$ cat src/rtl/dotp_pkg.sv
// Shared types and helpers for the dot-product scheduler slice.
package dotp_pkg;

    localparam int DOTP_VSIZE = 4;

    typedef logic [31:0]               word_t;
    typedef word_t [DOTP_VSIZE-1:0]    vec_t;

    // Width of a requester index; never narrower than one bit.
    function automatic int clog2_min1(input int n);
        return (n <= 2) ? 1 : $clog2(n);
    endfunction

endpackage

$ cat src/rtl/dotp_rr_arb.sv
// Round-robin arbiter: one-hot grant to the first request after the last winner.
module dotp_rr_arb
    import dotp_pkg::*;
#(
    parameter  int NREQ = 4,
    localparam int IDW  = clog2_min1(NREQ)
) (
    input  logic            clk,
    input  logic            rst_n,
    input  logic [NREQ-1:0] req,
    input  logic            en,
    output logic [NREQ-1:0] gnt,
    output logic [IDW-1:0]  gnt_idx
);

    logic [IDW-1:0] r_ptr;
    logic [IDW-1:0] w_cand;
    logic           w_found;

    // Search ptr+1 .. ptr (wrapping) for the first asserted request.
    // NOTE: every signal gets a default at the top of always_comb so no path leaves it unassigned (no latch).
    always_comb begin
        gnt     = '0;
        gnt_idx = '0;
        w_found = 1'b0;
        w_cand  = '0;
        for (int i = 1; i <= NREQ; i++) begin
            w_cand = IDW'((int'(r_ptr) + i) % NREQ);
            if (en && !w_found && req[w_cand]) begin
                w_found      = 1'b1;
                gnt[w_cand]  = 1'b1;
                gnt_idx      = w_cand;
            end
        end
    end

    // Pointer follows the winner; starts at NREQ-1 so requester 0 wins first.
    // NOTE: sequential state uses non-blocking assignments so all flops update from pre-edge values.
    always_ff @(posedge clk or negedge rst_n) begin
        if (!rst_n) begin
            r_ptr <= IDW'(NREQ - 1);
        end else if (|gnt) begin
            r_ptr <= gnt_idx;
        end
    end

endmodule

$ cat src/rtl/dotp_sched.sv
// Scheduler sharing one fixed-latency FP32 dot-product engine between NREQ requesters.
// Optional perf counters are built when DOTP_SCHED_PERF_EN is defined.
module dotp_sched
    import dotp_pkg::*;
#(
    parameter  int NREQ       = 4,
    parameter  int VSIZE      = 4,
    parameter  int ENG_LAT    = 4,
    parameter  int FIFO_DEPTH = 8,
    localparam int IDW        = clog2_min1(NREQ)
) (
    input  logic                    clk,
    input  logic                    rst_n,
    input  logic [NREQ-1:0]         req_valid,
    output logic [NREQ-1:0]         req_ready,
    input  logic [NREQ*VSIZE*32-1:0] req_in1,
    input  logic [NREQ*VSIZE*32-1:0] req_in2,
    output logic                    eng_vld,
    output logic [VSIZE*32-1:0]     eng_in1,
    output logic [VSIZE*32-1:0]     eng_in2,
    input  logic [31:0]             eng_result,
    output logic                    rsp_valid,
    input  logic                    rsp_ready,
    output logic [31:0]             rsp_data,
    output logic [IDW-1:0]          rsp_id,
    output logic                    busy
`ifdef DOTP_SCHED_PERF_EN
    ,
    output logic [31:0]             perf_issued,
    output logic [31:0]             perf_stall
`endif
);

    localparam int              OPW      = VSIZE * 32;
    localparam int              AW       = $clog2(FIFO_DEPTH);
    localparam int              CW       = AW + 1;
    localparam logic [CW-1:0]   FULL_CNT = CW'(FIFO_DEPTH);

    logic [OPW-1:0]   w_in1 [NREQ];
    logic [OPW-1:0]   w_in2 [NREQ];
    logic [NREQ-1:0]  w_gnt;
    logic [IDW-1:0]   w_gnt_idx;
    logic             w_grant;
    logic             w_credit_ok;
    logic             w_arb_en;
    int               w_inflight;
    logic             w_push;
    logic             w_pop;

    logic             r_eng_vld;
    logic [OPW-1:0]   r_eng_in1;
    logic [OPW-1:0]   r_eng_in2;
    logic [ENG_LAT-1:0] r_pipe_vld;
    logic [IDW-1:0]   r_pipe_id [ENG_LAT];
    word_t            r_fifo_data [FIFO_DEPTH];
    logic [IDW-1:0]   r_fifo_id   [FIFO_DEPTH];
    logic [AW-1:0]    r_wr_ptr;
    logic [AW-1:0]    r_rd_ptr;
    logic [CW-1:0]    r_fifo_cnt;

    for (genvar g = 0; g < NREQ; g++) begin : g_slice
        assign w_in1[g] = req_in1[g*OPW +: OPW];
        assign w_in2[g] = req_in2[g*OPW +: OPW];
    end

    // Credit counts every op between issue and pop, so the FIFO can always absorb the engine output.
    always_comb begin
        w_inflight = 0;
        for (int i = 0; i < ENG_LAT; i++) begin
            w_inflight += int'(r_pipe_vld[i]);
        end
    end

    assign w_credit_ok = (w_inflight + int'(r_fifo_cnt)) < FIFO_DEPTH;
    // Held off during reset so req_ready reads 0 as soon as rst_n drops.
    assign w_arb_en    = w_credit_ok & rst_n;
    assign w_grant     = |w_gnt;
    assign req_ready   = w_gnt;

    dotp_rr_arb #(.NREQ(NREQ)) u_arb (
        .clk     (clk),
        .rst_n   (rst_n),
        .req     (req_valid),
        .en      (w_arb_en),
        .gnt     (w_gnt),
        .gnt_idx (w_gnt_idx)
    );

    // Register the granted operand pair toward the engine; operands hold when idle.
    always_ff @(posedge clk or negedge rst_n) begin
        if (!rst_n) begin
            r_eng_vld <= 1'b0;
            r_eng_in1 <= '0;
            r_eng_in2 <= '0;
        end else begin
            r_eng_vld <= w_grant;
            if (w_grant) begin
                r_eng_in1 <= w_in1[w_gnt_idx];
                r_eng_in2 <= w_in2[w_gnt_idx];
            end
        end
    end

    assign eng_vld = r_eng_vld;
    assign eng_in1 = r_eng_in1;
    assign eng_in2 = r_eng_in2;

    // Valid bits of the ID pipe track ops inside the engine; reset drops them all.
    always_ff @(posedge clk or negedge rst_n) begin
        if (!rst_n) begin
            r_pipe_vld <= '0;
        end else begin
            for (int i = ENG_LAT - 1; i > 0; i--) begin
                r_pipe_vld[i] <= r_pipe_vld[i-1];
            end
            r_pipe_vld[0] <= w_grant;
        end
    end

    // Requester IDs ride alongside the valid bits; the valid bit qualifies them.
    // NOTE: data-only storage (ID pipe, FIFO array) has no reset; valid bits and pointers make stale contents invisible.
    always_ff @(posedge clk) begin
        for (int i = ENG_LAT - 1; i > 0; i--) begin
            r_pipe_id[i] <= r_pipe_id[i-1];
        end
        r_pipe_id[0] <= w_gnt_idx;
    end

    assign w_push = r_pipe_vld[ENG_LAT-1];
    assign w_pop  = rsp_valid & rsp_ready;

    // Capture the engine result with its requester ID as the op leaves the pipe.
    always_ff @(posedge clk) begin
        if (w_push) begin
            r_fifo_data[r_wr_ptr] <= eng_result;
            r_fifo_id[r_wr_ptr]   <= r_pipe_id[ENG_LAT-1];
        end
    end

    // FIFO pointers and occupancy; push+pop together leave the count unchanged.
    always_ff @(posedge clk or negedge rst_n) begin
        if (!rst_n) begin
            r_wr_ptr   <= '0;
            r_rd_ptr   <= '0;
            r_fifo_cnt <= '0;
        end else begin
            if (w_push) r_wr_ptr <= r_wr_ptr + 1'b1;
            if (w_pop)  r_rd_ptr <= r_rd_ptr + 1'b1;
            case ({w_push, w_pop})
                2'b10:   r_fifo_cnt <= r_fifo_cnt + 1'b1;
                2'b01:   r_fifo_cnt <= r_fifo_cnt - 1'b1;
                default: r_fifo_cnt <= r_fifo_cnt;
            endcase
        end
    end

    assign rsp_valid = (r_fifo_cnt != '0);
    assign rsp_data  = rsp_valid ? r_fifo_data[r_rd_ptr] : '0;
    assign rsp_id    = rsp_valid ? r_fifo_id[r_rd_ptr]   : '0;
    assign busy      = (|r_pipe_vld) | rsp_valid;

`ifdef DOTP_SCHED_PERF_EN
    // Count grants, and cycles where a request waits only because credit is exhausted.
    always_ff @(posedge clk or negedge rst_n) begin
        if (!rst_n) begin
            perf_issued <= '0;
            perf_stall  <= '0;
        end else begin
            if (w_grant)                     perf_issued <= perf_issued + 1'b1;
            if (|req_valid && !w_credit_ok)  perf_stall  <= perf_stall + 1'b1;
        end
    end
`else
    // Build without performance counters: no ports, no counter state.
`endif

    a_no_overflow: assert property (@(posedge clk) disable iff (!rst_n)
        !(w_push && !w_pop && r_fifo_cnt == FULL_CNT));

endmodule
$ cat config.mk
export PLATFORM = sky130hd
export DESIGN_NAME = dotp_sched
export DESIGN_NICKNAME = d
export VERILOG_FILES = /design/src/rtl/dotp_pkg.sv /design/src/rtl/dotp_rr_arb.sv /design/src/rtl/dotp_sched.sv
export SDC_FILE = /design/constraint.sdc
export NUM_CORES = 1
export LEC_CHECK = 0
export BUFFER_PORTS_ARGS = -buffer_cell sky130_fd_sc_hd__buf_4
export CAP_MARGIN = 20
export CELL_PAD_IN_SITES_DETAIL_PLACEMENT = 0
export CELL_PAD_IN_SITES_GLOBAL_PLACEMENT = 1
export CORE_AREA = 2 2 531 533
export DETAILED_ROUTE_END_ITERATION = 10
export DIE_AREA = 0 0 533 535
export PLACE_DENSITY_LB_ADDON = 0.25
export SYNTH_ARGS = -nofsm -noshare
export SYNTH_HDL_FRONTEND = slang
export SYNTH_SLANG_ARGS = --single-unit
export TNS_END_PERCENT = 20
$ cat constraint.sdc
create_clock -name clk -period 8.7 [get_ports clk]
set_clock_uncertainty 0.15 [all_clocks]
set_input_delay 1.74 -clock clk [delete_from_list [all_inputs] [get_ports clk]]
set_output_delay 1.74 -clock clk [all_outputs]
set_load 0.03 [all_outputs]
==> results.md <==
- Status: finished clean
- DRT Pass-1 Iters: 5
- WP buf/inv: 1
- Final nets: 4923
- Initial Util: ~10%
- Largest family of logic cells by synthesized area: compound AO/OA/AOI/OAI gates
- Crit path max-delay cell type: nor4_2
- Total global routing overflow: 0
- Total I/O pin count: 1360
- Post-Synth Simple-Gate Area: a little over an eighth
- Clock Power Share: approximately a fifth
- Routed WL: 240000 µm
- Fmax: around 160 MHz
- Worst-path cell chain: fa_1 -> ha_1 -> a21oi_1 -> o2111ai_2 -> nor4_2 -> a22o_1 -> buf_4
- TritonCTS Buffers: between 70 and 80
- Die Y: 535 µm
- Async set-reset flop share out of synthesis: just under 50%
- First-pass GRT wire length: 307000 µm
- H-tree depth: 3
- Syn_area_per_cell: between 10 and 15 µm²
- Dpl hpwl: roughly 190000 µm
- Seq/Total Area, Yosys: ~52%
- Post-Syn Instances: approximately 2600
- Cell Area, Synth: between 20000 and 30000 µm²
- Critical path arrival: around 4.2 ns
- Routed len/inst: ~31 µm
- CP top delay family: compound AO/OA/AOI/OAI gates
- Tot Pwr: 17.4 mW
- Flip-flop and latch count after synthesis: between 500 and 600
- DIE WIDTH: around 530 µm
- Gate power share: between 50% and 60%
- P_int: between 8 and 9 mW
- Via/cell ratio: 3.79
- Reg power frac: 24.4%
- Peak supply drop: between 0.4 and 0.5 mV
- Final cell utilization of the core: around 17%
- Core area: about 280000 µm²
- Slew margin rel.: a little under a fifth
- Fin crit share: 70.3%
- Unique masters post-synth: 42
- RSZ-0062 raised after global routing: false
- Synth Area in Compound Gates: a little over a fifth
- CTS clock-pin slew for the worst setup and hold paths: about 0.060 ns
- Worst slack, placed: ~2.7 ns
- Hold Vio Cnt, Final: 0
- PD cells: around 380 nW/µm²
- CTS root buf: clkbuf_16
- Vias in the first global route: around 30000
- CTS tree: built
- Slew of the pin with the lowest slew margin: between 1 and 1.5 ns
- Mux contribution to synthesized area: under 10%
- Cts hold-fix bufs: 0
- Setup CP Type: flop to primary output
- Max cap viols: 0
- Worst path max stage delay: between 0.6 and 0.7 ns
- Rows: between 150 and 200
- RD Place Congestion: between 0.8 and 0.9
- Ys flop type: edfxtp_1
- Share of cells above drive strength 1: a little over two fifths
- Post-CTS setup repair buffer count: 0
- Port bufs: about 1400
- Pleak: slightly above 20 nW
- Post-synthesis adder-cell area fraction: less than 1%
- # resized after CTS: 0
- Clock Path Buffers: 3
- Worst R2R Setup Slack: between 2 and 3 ns
- Fill count: about 31000
- Switching Fraction: 48.4%
- Fin crit period: roughly 6 ns
- Initial antenna violation count: 160
- 1st-iter DRT viols: ~1800
- Worst Setup End Kind: primary output
- Vias: slightly below 30000
- Synth Area in XOR/XNOR: less than 1%
- Post-Syn Nets: 3700
- Final ANT Viol Nets: 0
- EDFF count, synth: 272
- Total negative slack: 0 ns
- Latest clock arrival within the worst-skew pair: approximately 0.7 ns
- Setup Viol. Count Final: 0
- Clk sinks: ~550
- Max FO, Critical Path: 8
- Critical Path RT: 6.81 ns
- Setup WS post-layout: approximately 2.6 ns
- NetSw: approximately 8.4 mW
- Largest net degree at the start of global routing: around 170
- Die footprint: roughly 290000 µm²
- HP Class: flop to flop
- DRC viols: 0
- Warnings, synthesis: 0
- Total GRT Usage: roughly 16%
- Fin. max-slew vios: 0
- Critical path launch point type: flop
- Area growth syn-to-layout: 59.5%
cells by family after synthesis:
group,Yosys count
AND/OR/NAND/NOR,837
AO/OA/AOI/OAI,791
flip-flops,552
buffers and inverters,300
multiplexers,115
adder cells (fa/ha/maj),17
XOR/XNOR,8
metrics by stage:
step	cell area [µm²]	instances	hold slack, ns
after floorplan	28900	2620	0.160
after global placement	43400	7487	0.163
after detailed placement	43400	7488	0.162
after CTS	45900	7625	0.176
after global routing	45900	7638	0.186
final	46000	7679	0.176
layer usage:
metal	GRT usage [%]	up-vias	wire, µm
li1	-	12626	-
met1	18.7	14655	94700
met2	27.2	1398	116000
met3	6.63	338	23200
met4	4.20	74	5790
met5	0	-	469
cells in the final DEF (no fill, tap or decap), types with 3 or more instances in the layout:
cell        instances
buf_4            1413
a211oi_1          243
mux2_2              3
xnor2_1             5
inv_1              16
and3_1            256
clkinv_2           12
clkinvlp_4          4
a21oi_1             6
dfrtp_1           267
inv_6               3
a22o_1              4
mux2i_1            40
clkinv_1            5
a21o_1            257
nand2b_1            4
a221o_1             5
ha_1               15
dfxtp_1             8
clkbuf_1           16
mux4_2             72
diode_2            54
nor2_2              6
nand2_1           522
xor2_1              3
clkbuf_8            5
clkbuf_16          78
a311oi_1          256
bufinv_16           7
nor2_1             37
a211oi_2           14
clkinv_4            3
edfxtp_1          272
buf_12             13
path summary, 6_finish.rpt:
kind,startpoint,cells after the start,endpoint
min,r_pipe_id[1][1],0,r_pipe_id[2][1]
max reg2reg,r_pipe_vld[3],11,eng_in2[40]
max in group asynchronous,rst_n,5,eng_in2[22]
max,r_pipe_vld[3],7,req_ready[1]
min in group asynchronous,rst_n,1,eng_in1[26]
min reg2reg,r_pipe_id[1][1],0,r_pipe_id[2][1]
area by class of cell:
| cell class | instances | area, µm² | area share (%) |
|---|---|---|---|
| multi-input cells | 1768 | 12600 | 27.4 |
| flip-flops and latches | 552 | 15100 | 32.9 |
| well taps | 3724 | 4660 | 10.1 |
| clock buffers | 99 | 2080 | 4.52 |
| diodes | 54 | 135 | 0.294 |
| inverters | 17 | 71.3 | 0.155 |
| clock inverters | 38 | 454 | 0.987 |
| repair buffers | 1427 | 10900 | 23.6 |
sequential cells by signal, summed over array words and instances, names as in the netlist:
| register | count |
|---|---|
| eng_in2 | 128 |
| u_arb.r_ptr | 2 |
| r_fifo_cnt | 4 |
| r_fifo_id | 16 |
| r_fifo_data | 256 |
| r_rd_ptr | 3 |
| eng_in1 | 128 |
| r_pipe_vld | 4 |
| r_pipe_id | 8 |
| r_wr_ptr | 3 |
power by group through the flow:
| stage | Clock (mW) | Sequential, mW | Combinational, mW |
|---|---|---|---|
| detailed placement | 0 | 4.31 | 10.1 |
| global route | 3.52 | 4.35 | 10.6 |
| global placement | 0 | 4.31 | 10.0 |
| CTS | 3.43 | 4.27 | 10.1 |
| finish | 3.30 | 4.25 | 9.88 |
| floorplan | 0 | 5.16 | 4.78 |
cells in the mapped netlist, types with 40 or more instances:
cell	count	area, µm²
edfxtp_1	272	8170
dfrtp_1	270	6760
mux4_2	72	1620
nor2_1	43	161
a21o_1	257	1930
a211oi_1	257	1930
and3_1	256	1600
clkbuf_1	166	623
nand2_1	522	1960
mux2i_1	40	400
buf_2	101	505
a311oi_1	256	2240
worst reg2reg max path, delay by kind of cell (launching register included):
| kind | cells | cell delay (ns) |
|---|---|---|
| AOI/OAI and AO/OA | 5 | 2.67 |
| DFF | 1 | 0.55 |
| buffers and inverters | 2 | 0.91 |
| and+or+nand+nor | 2 | 0.75 |
| adders and majority gates | 2 | 0.77 |
Power figures use the tool's default switching activity.
